`src/rtl/ahb_bus_matrix_arbiter_param.sv`:
```
// ---------------------------------------------------------------------------
// ahb_bus_matrix_arbiter_param
//
// Output-stage arbiter for one AHB bus-matrix slave port. Picks which of
// NUM_PORTS input stages drives the shared slave port. It keeps the grant
// for locked transfers, for fixed-length bursts, and for a configurable
// number of beats of undefined-length INCR bursts.
//
// Ports
//   HCLK          in   AHB clock
//   HRESETn       in   asynchronous active-low reset
//   req_port      in   per-port request, bit i = input port i
//   HREADYM       in   slave-side transfer done; all state advances only when high
//   HSELM         in   slave select of the current output transfer
//   HTRANSM       in   transfer type of the current output transfer
//   HBURSTM       in   burst type of the current output transfer
//   HMASTLOCKM    in   locked transfer
//   addr_in_port  out  index of the granted port (registered)
//   no_port       out  no port granted (registered)
//   hold_active   out  registered burst-hold flag
//
// Tracked state
//   r_no_port / r_addr | current grant (no_port=1 forces addr=0)
//   r_hold / r_remain  | burst hold and remaining SEQ beats before release
//   r_early            | INCR bursts that arrived while a hold was still live
// ---------------------------------------------------------------------------
module ahb_bus_matrix_arbiter_param #(
  parameter int NUM_PORTS        = 4,
  parameter int PORT_W           = 2,
  parameter int ARB_MODE         = 0,
  parameter int INCR_HOLD_BEATS  = 4,
  parameter int EARLY_INCR_LIMIT = 1
) (
  input  logic                 HCLK,
  input  logic                 HRESETn,
  input  logic [NUM_PORTS-1:0] req_port,
  input  logic                 HREADYM,
  input  logic                 HSELM,
  input  logic [1:0]           HTRANSM,
  input  logic [2:0]           HBURSTM,
  input  logic                 HMASTLOCKM,
  output logic [PORT_W-1:0]    addr_in_port,
  output logic                 no_port,
  output logic                 hold_active
);

  localparam logic [1:0] TR_IDLE   = 2'b00;
  localparam logic [1:0] TR_BUSY   = 2'b01;
  localparam logic [1:0] TR_NONSEQ = 2'b10;
  localparam logic [1:0] TR_SEQ    = 2'b11;

  localparam bit         INCR_HOLD_EN = (INCR_HOLD_BEATS >= 2);
  localparam logic [3:0] INCR_REM     = INCR_HOLD_EN ? 4'(INCR_HOLD_BEATS - 2) : 4'd0;
  localparam logic [1:0] EARLY_LIM    = 2'(EARLY_INCR_LIMIT);

  logic [PORT_W-1:0] r_addr;
  logic              r_no_port;
  logic              r_hold;
  logic [3:0]        r_remain;
  logic [1:0]        r_early;

  logic [PORT_W-1:0] w_addr_nxt;
  logic              w_no_port_nxt;
  logic              w_hold_nxt;
  logic [3:0]        w_remain_nxt;
  logic [1:0]        w_early_nxt;

  // Burst tracking: remain counts the SEQ beats still to come after the
  // current one; the hold drops on the SEQ beat that finds remain at zero.
  always_comb begin
    w_remain_nxt = r_remain;
    w_hold_nxt   = r_hold;
    if (!HSELM) begin
      w_remain_nxt = 4'd0;
      w_hold_nxt   = 1'b0;
    end else begin
      case (HTRANSM)
        TR_IDLE: begin
          w_remain_nxt = 4'd0;
          w_hold_nxt   = 1'b0;
        end
        TR_BUSY: begin
          w_remain_nxt = r_remain;
          w_hold_nxt   = r_hold;
        end
        TR_SEQ: begin
          if (r_remain == 4'd0) begin
            w_hold_nxt = 1'b0;
          end else begin
            w_remain_nxt = r_remain - 4'd1;
          end
        end
        default: begin
          case (HBURSTM)
            3'b110, 3'b111: begin
              w_remain_nxt = 4'd14;
              w_hold_nxt   = 1'b1;
            end
            3'b100, 3'b101: begin
              w_remain_nxt = 4'd6;
              w_hold_nxt   = 1'b1;
            end
            3'b010, 3'b011: begin
              w_remain_nxt = 4'd2;
              w_hold_nxt   = 1'b1;
            end
            3'b001: begin
              // Repeated short INCR bursts would otherwise starve the
              // other ports, so the hold is refused once the limit is hit.
              if (!INCR_HOLD_EN || (r_early == EARLY_LIM)) begin
                w_remain_nxt = 4'd0;
                w_hold_nxt   = 1'b0;
              end else begin
                w_remain_nxt = INCR_REM;
                w_hold_nxt   = 1'b1;
              end
            end
            default: begin
              w_remain_nxt = 4'd0;
              w_hold_nxt   = 1'b0;
            end
          endcase
        end
      endcase
    end
  end

  always_comb begin
    w_early_nxt = r_early;
    if (!w_hold_nxt) begin
      w_early_nxt = 2'd0;
    end else if (r_hold && (HTRANSM == TR_NONSEQ)) begin
      w_early_nxt = (r_early >= EARLY_LIM) ? EARLY_LIM : r_early + 2'd1;
    end
  end

  // Arbitration. Lowest requester above / below the current port is found
  // in one pass; a round-robin wrap search is "above first, then below".
  // The current port's own request bit is deliberately left out.
  logic [PORT_W-1:0] w_any;
  logic [PORT_W-1:0] w_above;
  logic [PORT_W-1:0] w_below;
  logic              w_any_v;
  logic              w_above_v;
  logic              w_below_v;
  logic              w_cur_ok;
  int                w_cur;

  always_comb begin
    w_any     = '0;
    w_above   = '0;
    w_below   = '0;
    w_any_v   = 1'b0;
    w_above_v = 1'b0;
    w_below_v = 1'b0;
    w_cur     = int'(r_addr);
    w_cur_ok  = (w_cur < NUM_PORTS);
    for (int i = 0; i < NUM_PORTS; i++) begin
      if (req_port[i]) begin
        if (!w_any_v) begin
          w_any   = PORT_W'(i);
          w_any_v = 1'b1;
        end
        if ((i < w_cur) && !w_below_v) begin
          w_below   = PORT_W'(i);
          w_below_v = 1'b1;
        end
        if ((i > w_cur) && !w_above_v) begin
          w_above   = PORT_W'(i);
          w_above_v = 1'b1;
        end
      end
    end
  end

  always_comb begin
    w_addr_nxt    = '0;
    w_no_port_nxt = 1'b1;
    if (!r_no_port && !w_cur_ok) begin
      // Out-of-range grant index cannot occur; fall back to reset-equivalent.
      w_addr_nxt    = '0;
      w_no_port_nxt = 1'b1;
    end else if (HMASTLOCKM || w_hold_nxt) begin
      w_addr_nxt    = r_addr;
      w_no_port_nxt = 1'b0;
    end else if (r_no_port) begin
      w_addr_nxt    = w_any;
      w_no_port_nxt = !w_any_v;
    end else if (ARB_MODE == 0) begin
      if (w_above_v) begin
        w_addr_nxt    = w_above;
        w_no_port_nxt = 1'b0;
      end else if (w_below_v) begin
        w_addr_nxt    = w_below;
        w_no_port_nxt = 1'b0;
      end else if (HSELM) begin
        w_addr_nxt    = r_addr;
        w_no_port_nxt = 1'b0;
      end
    end else begin
      if (w_below_v) begin
        w_addr_nxt    = w_below;
        w_no_port_nxt = 1'b0;
      end else if (HSELM) begin
        w_addr_nxt    = r_addr;
        w_no_port_nxt = 1'b0;
      end else if (w_above_v) begin
        w_addr_nxt    = w_above;
        w_no_port_nxt = 1'b0;
      end
    end
  end

  always_ff @(posedge HCLK or negedge HRESETn) begin
    if (!HRESETn) begin
      r_addr    <= '0;
      r_no_port <= 1'b1;
      r_hold    <= 1'b0;
      r_remain  <= 4'd0;
      r_early   <= 2'd0;
    end else if (HREADYM) begin
      r_addr    <= w_addr_nxt;
      r_no_port <= w_no_port_nxt;
      r_hold    <= w_hold_nxt;
      r_remain  <= w_remain_nxt;
      r_early   <= w_early_nxt;
    end
  end

  assign addr_in_port = r_addr;
  assign no_port      = r_no_port;
  assign hold_active  = r_hold;

endmodule

```
`config.mk`:
```
export PLATFORM = sky130hd
export DESIGN_NAME = ahb_bus_matrix_arbiter_param
export DESIGN_NICKNAME = d
export VERILOG_FILES = /design/src/rtl/ahb_bus_matrix_arbiter_param.sv
export SDC_FILE = /design/constraint.sdc
export NUM_CORES = 1
export LEC_CHECK = 0
export BUFFER_PORTS_ARGS = -buffer_cell sky130_fd_sc_hd__buf_2
export CAP_MARGIN = 20
export CORE_UTILIZATION = 53
export CTS_BUF_LIST = sky130_fd_sc_hd__clkbuf_2
export DETAILED_ROUTE_END_ITERATION = 6
export PLACE_DENSITY = 0.76
export SYNTH_ARGS = -nofsm -noshare
export SYNTH_HDL_FRONTEND = slang
export SYNTH_SLANG_ARGS = --single-unit
```
`constraint.sdc`:
```
create_clock -name HCLK -period 2.9 [get_ports HCLK]
set_input_delay 0.435 -clock HCLK [delete_from_list [all_inputs] [get_ports HCLK]]
set_output_delay 0.435 -clock HCLK [all_outputs]
set_load 0.01 [all_outputs]
```
[Yosys cells after proc, flatten, opt, wreduce, memory -nomap -nowiden]
Index checks and enable logic that the tools add are counted.
Word-level totals
  register bits: 10
  input port bits: 14
Cells by class
  add/sub/neg operators: 2
  reduce and logical (&&, ||, !) cells: 20
  bitwise gates (word level): 1
  multiplexer cells: 54
  order comparisons: 7
  eq/ne operators: 15
Operator list (count)
  2-bit two-way mux: 18
  1-bit two-way mux: 30
  4-bit case mux with 4 select lines: 1
  3-bit == test (second input constant): 4
  4-bit case mux with 3 select lines: 1
  4-bit two-way mux: 2
  3-bit by 2-bit == test with 1-bit output (second input constant): 2
  3-bit AND reduction: 2
  2-bit OR reduction: 3
  6-bit OR reduction: 1
  1-bit logical AND: 5
  1-bit zero test: 5
  2-bit by 1-bit == test with 1-bit output (second input constant): 2
  2-bit == test (second input constant): 2
  2-bit greater-than comparator (first input constant): 2
  4-bit zero test: 1
  1-bit by 2-bit less-than comparator with 1-bit output (first input constant): 2
  4-bit by 1-bit != test with 1-bit output (second input constant): 1
  4-bit by 1-bit subtractor with 4-bit output (second input constant): 1
  3-bit by 1-bit == test with 1-bit output (second input constant): 1
  3-bit != test (second input constant): 1
  1-bit case mux with 3 select lines: 1
  2-bit by 1-bit adder with 2-bit output (second input constant): 1
  2-bit by 1-bit >= comparator with 1-bit output (second input constant): 1
  other kinds (9): 9

[Depth between registers and ports, before layout]
Gate-level depths: netlist of the first run.
  word-level depth: 15
  mapped depth: 7
  depth with buffers taken out: 7

[Worst setup path after synthesis of the first run]
No wires, ideal clock.
  path kind: input port to flip-flop
  start: input HTRANSM[1]
  end: register r_addr[1] (netlist: addr_in_port[1])
  data required time: 2775 ps
  setup time: 125 ps
  arrival: 1913 ps
  path slack: 862 ps
  stages on the path: 7
  path buffers: 0
  cell sequence: inv_1 -> ha_1 -> or4b_1 -> o211ai_2 -> a21oi_2 -> a211o_1 -> mux2_4
Between the ends
  longest elaborated chain between the ends: 6
  elaborated cells on any way between the ends: 8
RTL lines
  from (decl): RTL line 39  | input logic [1:0] HTRANSM,
  2-bit == test, or another cell as far along: RTL line 77  | case (HTRANSM)
  1-bit case mux with 3 select lines *: RTL line 77
  1-bit two-way mux *: RTL line 73  | if (!HSELM) begin
  1-bit logical OR *: RTL line 183  | end else if (HMASTLOCKM || w_hold_nxt) begin
  1-bit NOT (no source line) *
  3-bit AND reduction (no source line) *
  to (signal assigned): RTL line 222  | r_addr <= w_addr_nxt;
  to (decl): RTL line 56  | logic [PORT_W-1:0] r_addr;
Every way passes the cells marked *; elsewhere a longest branch is shown, timed or not.
A chain may end at the register's enable or synchronous reset.

[Worst setup path after layout of the first run]
  start: register r_remain[0]
  end: register r_addr[1] (netlist: addr_in_port[1])
Between the ends
  longest elaborated chain between the ends: 7
RTL lines
  from (decl): RTL line 59  | logic [3:0] r_remain;
  from (signal assigned): RTL line 225  | r_remain <= w_remain_nxt;
  4-bit zero test: RTL line 87  | if (r_remain == 4'd0) begin
  1-bit two-way mux: RTL line 87
  1-bit case mux with 3 select lines: RTL line 77
  1-bit two-way mux: RTL line 73
  1-bit logical OR: RTL line 183
  1-bit NOT (no source line)
  3-bit AND reduction (no source line)
No other way between the ends.

==> flow_summary.json, run 1 <==
{
  "vdd_drop_max_mv": 0.364,
  "fmax_mhz": 484,
  "area_delta_synth_final_pct": 13.6,
  "die_w_um": 42.6,
  "layout-drive-gt1-share_pct": 21.1,
  "max_cap_violations": 0,
  "io_pins": 18,
  "place_hpwl_mm": 1.52,
  "grt_pass1_vias": 806,
  "drv_slew": 0,
  "core_um2": 1520,
  "wire_per_inst_um": 13.6,
  "synth-seq-cells": 10,
  "dp.cells": 135,
  "rr_worst_depth": 7,
  "r2r_end": "addr_in_port[1]",
  "fin_nets": 147,
  "setup_tns_ns": 0,
  "crit_required_ns": 3.06,
  "ys_seq_area_share_pct": 28.8,
  "grt_pass1_wl_mm": 3.35,
  "cts.htree.levels": 1,
  "r2r-start": "r_remain[0]",
  "syn_nets": 126,
  "async_flop_share_pct": 100,
  "drc": 0,
  "syn_area_um2": 873,
  "run_status": "completed",
  "syn_inst": 103,
  "critPathCaptureType": "register",
  "dieArea_um2": 1810,
  "die_h_um": 42.6,
  "r2r_slack_ns": 0.83,
  "power_density_nw_per_um2": 481,
  "period_minus_slack_ns": 2.07,
  "cts_buffers": 3,
  "antenna_left": 0,
  "clock_skew_ns": 0.0172,
  "wirelength_mm": 1.89,
  "grt_overflow": 0,
  "cts_setup_buffers": 0,
  "max_slew_margin_pct": 75.5,
  "vias_per_cell": 5.99,
  "via_count": 832,
  "finalSetupViolations": 0,
  "yosysUniqueCellTypes": 35,
  "crit_type": "register to register",
  "clock-root-buffer": "clkbuf_2",
  "post-route-util_pct": 65.1,
  "start_kind": "register",
  "cp-startpoint": "r_remain[0]",
  "initial_core_util_pct": 57.3,
  "clk_latency_ns": 0.26,
  "finalWeightedCongestion": 0.835,
  "n_antenna_cell": 0,
  "first_pass_iters": 4,
  "synth_flop_cell": "dfrtp_1",
  "rows": 14,
  "crit_fanout": 5,
  "clk_pin_slew_ns": 0.10,
  "synth.avg_cell_area_um2": 8.48,
  "clock_sinks": 10,
  "period_share_pct": 71.2,
  "grt_use_total_pct": 24.5,
  "hold_path_class": "input pin to asynchronous set/reset pin",
  "antenna_found_initial": 0,
  "rsz0062_at_grt": "false",
  "cts_resized": 0,
  "arrival_ns": 2.23,
  "p_leak_nw": 0.472,
  "portBuffers": 17,
  "clock_path_buffers": 2,
  "hold_viol": 0,
  "stdcell_count": 139,
  "hold_buffers": 0,
  "synth-edff-count": 0,
  "synth_warnings": 0,
  "first_iter_violations": 13,
  "worstSetupEndpoint": "addr_in_port[1]",
  "worst_pin_slew_ns": 0.364,
  "tritoncts": "done",
  "grt_max_degree": 11
}
[layer usage]
layer	vias up	track usage, %	routed length, um
met3	2	7.76	73
li1	410	-	-
met5	-	0	0
met1	403	30.9	888
met2	17	41.2	917
met4	0	5.00	14
[sequential cells by signal, indices dropped and copies added, names as in the netlist]
| name | flops |
|---|---|
| addr_in_port | 2 |
| no_port | 1 |
| r_remain | 4 |
| r_early | 2 |
| hold_active | 1 |
[power breakdown]
| part | internal [W] | switching, W | total (W) | leakage [nW] |
|---|---|---|---|---|
| Sequential | 0.000163 | 0.0000472 | 0.000210 | 0.129 |
| Clock | 0.0000299 | 0.0000470 | 0.0000770 | 0.0140 |
| Combinational | 0.0000929 | 0.0000972 | 0.000190 | 0.330 |
[area by class of cell]
type                    count  area [um2]
multi-input cells          82         579
well taps                  16        20.0
clock buffers               3        15.0
inverters                  10        37.5
repair buffers             17        85.1
flip-flops and latches     10         251
clock inverters             1        3.75
fillers                   142         532
[layout by cell type (no fill, tap or decap), types with 2 or more instances in the layout]
master | synthesis | routed
nor3_1 | 3 | 3
nor3b_1 | 2 | 2
nand2b_1 | 2 | 2
nand2_1 | 10 | 10
nor2_1 | 9 | 9
nand4b_1 | 2 | 2
nor2b_1 | 5 | 5
a21oi_1 | 5 | 5
o31ai_1 | 2 | 2
dfrtp_1 | 9 | 9
inv_1 | 10 | 10
o21ai_0 | 6 | 6
o21ai_1 | 4 | 4
buf_2 | 1 | 17
clkbuf_2 | 0 | 3
ha_1 | 9 | 9
mux2i_1 | 2 | 2
nand3_1 | 4 | 4
[critical path: stages (launching register included)]
cell and delay (ns):
dfrtp_1 0.41, inv_1 0.11, ha_1 0.18, or4b_1 0.46, o211ai_2 0.09, a21oi_2 0.11, a211o_1 0.30, mux2_4 0.31
[worst min path at each step]
stage                        from              end  slack [ns]  cells after the start
after CTS                 HRESETn      r_remain[2]       0.009                      1
after floorplan           HRESETn  addr_in_port[0]        0.14                      0
after global routing      HRESETn      r_remain[2]       0.005                      1
final                     HRESETn      r_remain[2]       0.006                      1
after detailed placement  HRESETn      r_remain[2]        0.30                      1
after global placement    HRESETn      r_remain[2]        0.30                      1
[kinds of logic after synthesis]
kind of cell             synth area share (%)
flip-flops                               28.8
AO/OA/AOI/OAI                            20.6
adder cells (fa/ha/maj)                  12.9
multiplexers                             5.30
AND/OR/NAND/NOR                          26.5
XOR/XNOR                                 1.00
buffers and inverters                    4.87
[synth_stat cells, types with 2 or more instances]
cell type | n | area, um2
inv_1 | 10 | 37.5
nand2_1 | 10 | 37.5
dfrtp_1 | 9 | 225
ha_1 | 9 | 113
nor2_1 | 9 | 33.8
o21ai_0 | 6 | 30.0
a21oi_1 | 5 | 25.0
nor2b_1 | 5 | 31.3
nand3_1 | 4 | 20.0
o21ai_1 | 4 | 20.0
nor3_1 | 3 | 15.0
mux2i_1 | 2 | 20.0
nand2b_1 | 2 | 12.5
nand4b_1 | 2 | 17.5
nor3b_1 | 2 | 15.0
o31ai_1 | 2 | 15.0
[per-stage QoR]
step	hold slack (ns)	power (W)	instance area, um2	setup WS [ns]
floorplan	0.139	0.000337	873	0.862
global placement	0.300	0.000391	973	0.693
detailed placement	0.301	0.000399	973	0.622
CTS	0.00945	0.000475	992	0.825
global route	0.00512	0.000514	992	0.756
finish	0.00622	0.000477	992	0.834
No activity file was read; power rests on OpenSTA's default activity.
==> run 2: changes to the inputs <==
Settings changed: ABC_AREA from default to 1, CORE_UTILIZATION 53 to 51.
Clock period 2.9 ns to 1.9 ns, I/O delays scaled along.
==> run 2 against run 1 <==
  * Routed wire length fell by 1.2%
  * Non-clock buffer count increased by 1
  * Synthesized area rose by 2.7%
  * Sequential share of layout area shrank 0.95 points
  * Combinational power is 81% higher
  * Highest routed layer unchanged
  * Power increased by 58%
  * Via count is 11% higher
  * Final cell count up 24%
  * Synthesized cell count increased by 31%
==> flow_summary.json, run 2 <==
{
  "antenna_left": 0,
  "period_share_pct": 80.1,
  "synth_top_family_by_area": "simple AND/OR/NAND/NOR gates",
  "totalPowerFinal_w": 0.000756,
  "grt_pass1_wl_mm": 3.16,
  "critPathCaptureType": "register",
  "top_usage_layer": "met2",
  "r2r_slack_ns": 0.38,
  "rsz0062_at_grt": "false",
  "crit_required_ns": 2.09,
  "grt_max_degree": 11,
  "clk_pin_slew_ns": 0.09,
  "tritoncts": "done",
  "power_density_nw_per_um2": 733,
  "yosysMostFrequentCell": "nand2_1",
  "crit_type": "register to register",
  "synth_area_leaders": "dfrtp_1 25%, nand2_1 15%, ha_1 13%, inv_1 10%, nand3_1 5.0%",
  "grtUsageMet1_pct": 29.6,
  "die_w_um": 43.9,
  "fmax_mhz": 657,
  "synth_xor_area_share_pct": 0,
  "synth_fa_ha_area_share_pct": 12.6,
  "cts_buffers": 3,
  "grt_use_met2_pct": 34.6,
  "stdcell_count": 173,
  "synth_flop_cell": "dfrtp_1",
  "async_flop_share_pct": 100,
  "synth-compound-area-share_pct": 16.7,
  "antenna_found_initial": 0,
  "hold_buffers": 1,
  "max_cap_violations": 0,
  "yosysUniqueCellTypes": 20,
  "via_count": 922,
  "place_hpwl_mm": 1.52,
  "cp_common_cell": "nand2_1",
  "clock-root-buffer": "clkbuf_2",
  "fin_nets": 181,
  "clock_sinks": 10,
  "start_kind": "register",
  "synth_common_cells": "37 x nand2_1, 24 x inv_1",
  "hold_path_class": "input pin to register",
  "final_cell_mix": "37 x nand2_1, 24 x inv_1, 17 x buf_2",
  "synth_top_area_share_pct": 25.1,
  "area_delta_synth_final_pct": 14.9,
  "clock_skew_ns": 0.0166,
  "n_antenna_cell": 0,
  "clock_path_buffers": 2,
  "syn_inst": 135,
  "final_common_cell": "nand2_1",
  "run_status": "completed",
  "arrival_ns": 1.71,
  "regMostFlops": "r_remain",
  "rows": 14,
  "dieArea_um2": 1930,
  "crit_slowest_cell": "dfrtp_1",
  "vias_per_cell": 5.33,
  "max_slew_margin_pct": 84.7,
  "finalWeightedCongestion": 0.927,
  "period_minus_slack_ns": 1.52,
  "cts_resized": 0,
  "vdd_drop_max_mv": 0.447,
  "die_h_um": 43.9,
  "dp.cells": 168,
  "synth.avg_cell_area_um2": 6.65,
  "p_leak_nw": 0.582,
  "cts.htree.levels": 1,
  "first_pass_iters": 4,
  "yosys.area_share.simple_pct": 31.4,
  "synth-seq-cells": 10,
  "crit_chain": "ha_1 > inv_1 > nand2_1 > nand2_1 > nor2_1 > nor2_1 > nand2_1 > o21ai_0 > nand2_1 > nand2_1",
  "layout-drive-gt1-share_pct": 21.0,
  "synth-edff-count": 0,
  "grt_pass1_vias": 798,
  "critPathTopFamily": "simple AND/OR/NAND/NOR gates",
  "syn_area_um2": 897,
  "grt_overflow": 0,
  "clk_latency_ns": 0.26,
  "critPathBufInv": 1,
  "syn_nets": 158,
  "synth_top_area_cell": "dfrtp_1",
  "worst_pin_slew_ns": 0.229,
  "portBuffers": 17,
  "wire_per_inst_um": 10.8,
  "wirelength_mm": 1.87,
  "muxShareOfSynthArea_pct": 0,
  "first_iter_violations": 28,
  "use_met3_pct": 6.25,
  "crit_fanout": 4,
  "setup_tns_ns": 0,
  "cts_setup_buffers": 0,
  "ys_seq_area_share_pct": 28.0,
  "max_stage_delay_ns": 0.42,
  "initial_core_util_pct": 56.9,
  "largest_reg_flops": 4,
  "grt_use_total_pct": 21.9,
  "core_um2": 1580,
  "finalSetupViolations": 0,
  "io_pins": 18,
  "hold_viol": 0,
  "drv_slew": 0,
  "synth_warnings": 0,
  "drc": 0
}
## run 2: cell count changes after synthesis, moves of 5 or more
cell     previous run  this run
inv_1              10        24
nand2_1            10        37
nand3_1             4         9
nor2b_1             5         0
## run 2: worst paths after layout
check / from / to / cells past startpoint
min in group asynchronous: HRESETn / r_remain[2] / 2
max reg2reg: r_early[0] / r_early[1] / 10
max: r_early[0] / r_early[1] / 10
max in group asynchronous: HRESETn / no_port / 2
min reg2reg: r_early[1] / r_early[1] / 2
min: HREADYM / no_port / 2
## run 2: power by group
group	internal (W)	switching, W	total, W	leakage (nW)
Combinational	0.000129	0.000214	0.000343	0.439
Clock	0.0000457	0.0000746	0.000120	0.0140
Sequential	0.000251	0.0000414	0.000293	0.128
Total	0.000426	0.000330	0.000756	0.582
## run 2: cell families (layout without fill, tap and decap cells)
group,after synthesis,in the layout
simple gates,64,64
fa+ha+maj,9,9
flops,10,10
buf+inv,27,49
compound gates,25,25
## run 2: layer usage
metal	wire [um]	vias to the layer above
met3	115	2
met4	12	0
li1	-	473
met5	0	-
met1	872	414
met2	871	33
## run 2: per-stage QoR
stage	util [%]	worst slack [ns]	hold slack, ns	area [um2]
floorplan	-	0.586	-0.0106	897
global placement	63.6	0.437	0.158	1000
detailed placement	63.6	0.421	0.158	1000
CTS	65.4	0.399	0.291	1030
global route	65.4	0.253	0.275	1030
finish	65.4	0.379	0.290	1030
## run 2: final cells by class
cell class | instances | area, um2
Fill cell | 147 | 546
Multi-Input combinational cell | 98 | 544
Sequential cell | 10 | 251
Inverter | 27 | 101
Timing Repair Buffer | 18 | 95.1
Tap cell | 16 | 20.0
Clock buffer | 3 | 15.0
Clock inverter | 1 | 3.75
==> run 3: changes to the inputs <==
Settings changed: ABC_AREA 1 to 0, CORE_UTILIZATION 51 to 50, PLACE_DENSITY 0.76 to 0.75.
Clock period 1.9 ns to 1.3 ns, I/O delays scaled along.
==> run 3 against run 2 <==
  * The run now ends with DRC, setup timing left
  * Final cell count shrank 1.2%
  * Flip-flop and latch count did not move
  * Via count increased by 4.9%
  * Non-clock buffer count increased by 31
  * Sequential power is 41% higher
  * Combinational power rose by 98%
  * Critical endpoint is now addr_in_port[1]
==> flow_summary.json, run 3 (synthesis results as in run 1) <==
{
  "totalPowerFinal_w": 0.00129,
  "period_share_pct": 150,
  "start_kind": "register",
  "crit_chain": "inv_2 > ha_4 > or4b_4 > o211ai_2 > a21oi_2 > a211o_1 > mux2_4",
  "grt_overflow": 0,
  "critPathCaptureType": "register",
  "first_pass_iters": 6,
  "hold_viol": 0,
  "tritoncts": "done",
  "finalWeightedCongestion": 0.888,
  "worst_pin_slew_ns": 0.271,
  "clock_path_buffers": 2,
  "crit_slowest_cell": "or4b_4",
  "final_cell_mix": "31 x buf_4, 17 x buf_2, 9 x nor2_1, 9 x dfrtp_1",
  "antenna_left": 0,
  "grtUsageMet1_pct": 34.3,
  "first_iter_violations": 23,
  "cts.htree.levels": 1,
  "run_status": "complete, but fails checks",
  "cts_buffers": 3,
  "rows": 14,
  "post-route-cell-area_um2": 1290,
  "die_h_um": 43.8,
  "place_hpwl_mm": 1.91,
  "grt_pass1_wl_mm": 4.03,
  "vias_per_cell": 5.65,
  "n_antenna_cell": 0,
  "power_density_nw_per_um2": 999,
  "layout-drive-gt1-share_pct": 44.5,
  "top_usage_layer": "met2",
  "finalWorstSetupSlack_ns": -0.644,
  "clock_skew_ns": 0.00588,
  "max_stage_delay_ns": 0.47,
  "grt_pass1_vias": 966,
  "core_um2": 1580,
  "dieArea_um2": 1920,
  "crit_type": "register to register",
  "rsz0062_at_grt": "true",
  "wire_per_inst_um": 13.6,
  "max_slew_margin_pct": 81.7,
  "regMostFlops": "r_remain",
  "max_cap_violations": 0,
  "multi_input_area_um2": 632,
  "antenna_found_initial": 0,
  "clk_latency_ns": 0.28,
  "hold_path_class": "input pin to register",
  "use_met3_pct": 7.08,
  "grt_use_total_pct": 28.5,
  "clock_sinks": 10,
  "vdd_drop_max_mv": 0.697,
  "p_leak_nw": 0.640,
  "clk_pin_slew_ns": 0.12,
  "die_w_um": 43.8,
  "register_area_um2": 251,
  "fin_nets": 179,
  "grt_use_met2_pct": 51.0,
  "fmax_mhz": 514,
  "drc": 1,
  "via_count": 967,
  "crit_required_ns": 1.48,
  "fillers": 98,
  "largest_reg_flops": 4,
  "arrival_ns": 2.12,
  "portBuffers": 17,
  "finalSetupViolations": 10,
  "period_minus_slack_ns": 1.94,
  "clock-root-buffer": "clkbuf_2",
  "violations": "DRC, setup timing",
  "io_pins": 18,
  "placed_area_um2": 1210,
  "grt_max_degree": 11,
  "crit_fanout": 2,
  "final_common_cell": "buf_4",
  "wirelength_mm": 2.33,
  "area_delta_synth_final_pct": 47.4,
  "drv_slew": 0,
  "initial_core_util_pct": 55.4
}
## run 3: per-stage QoR
stage | std cells | setup slack, ns | hold WS, ns | util, % | setup TNS (ns)
floorplan | 103 | -0.585 | -0.101 | - | -1.68
global placement | 166 | -0.562 | 0.0675 | 76.7 | -3.30
detailed placement | 166 | -0.663 | 0.0645 | 76.7 | -4.07
CTS | 171 | -0.632 | 0.180 | 81.3 | -3.27
global route | 171 | -0.692 | 0.192 | 81.7 | -4.00
finish | 171 | -0.644 | 0.173 | 81.7 | -3.29
## run 3: worst max-delay path: cells and delay by family, from the launching register on
kind | cells | cell delay (ns)
simple gates | 1 | 0.47
compound gates | 3 | 0.45
flops | 1 | 0.41
mux | 1 | 0.30
fa+ha+maj | 1 | 0.13
buf+inv | 1 | 0.09
## run 3: where the power goes
group          internal (W)  switching [W]
clock             0.0000668       0.000127
combinational      0.000361       0.000318
sequential         0.000364      0.0000485
## run 3: what timing repair did
item,4_1_cts,5_1_grt
pin swaps,3,0
endpoints found under the setup margin,10,10
resized for setup,11,1
setup buffers,0,0
endpoints found under the hold margin,9,0
hold buffers,1,0
gates cloned,0,0
## run 3: area by class of cell
cell class	count	area share (%)
Tap cell	16	1.55
Timing Repair Buffer	49	25.5
Clock inverter	1	0.292
Inverter	10	2.92
Clock buffer	3	1.17
Multi-Input combinational cell	82	49.1
Sequential cell	10	19.5
## run 3: path summary, 6_finish.rpt
path | slack [ns] | depth (start not counted) | to | startpoint
max in group asynchronous | 0.76 | 2 | no_port | HRESETn
worst max-delay path | -0.64 | 7 | addr_in_port[1] | r_remain[0]
worst min-delay path | 0.17 | 3 | no_port | HMASTLOCKM
worst min register to register | 0.60 | 2 | r_early[0] | r_early[0]
min in group asynchronous | 0.29 | 2 | r_remain[1] | HRESETn
worst max register to register | -0.64 | 7 | addr_in_port[1] | r_remain[0]
## run 3: routing by layer
metal	up-vias	wire length (um)
li1	477	-
met1	466	1040
met2	22	1170
met3	2	107
met4	0	12
met5	-	0
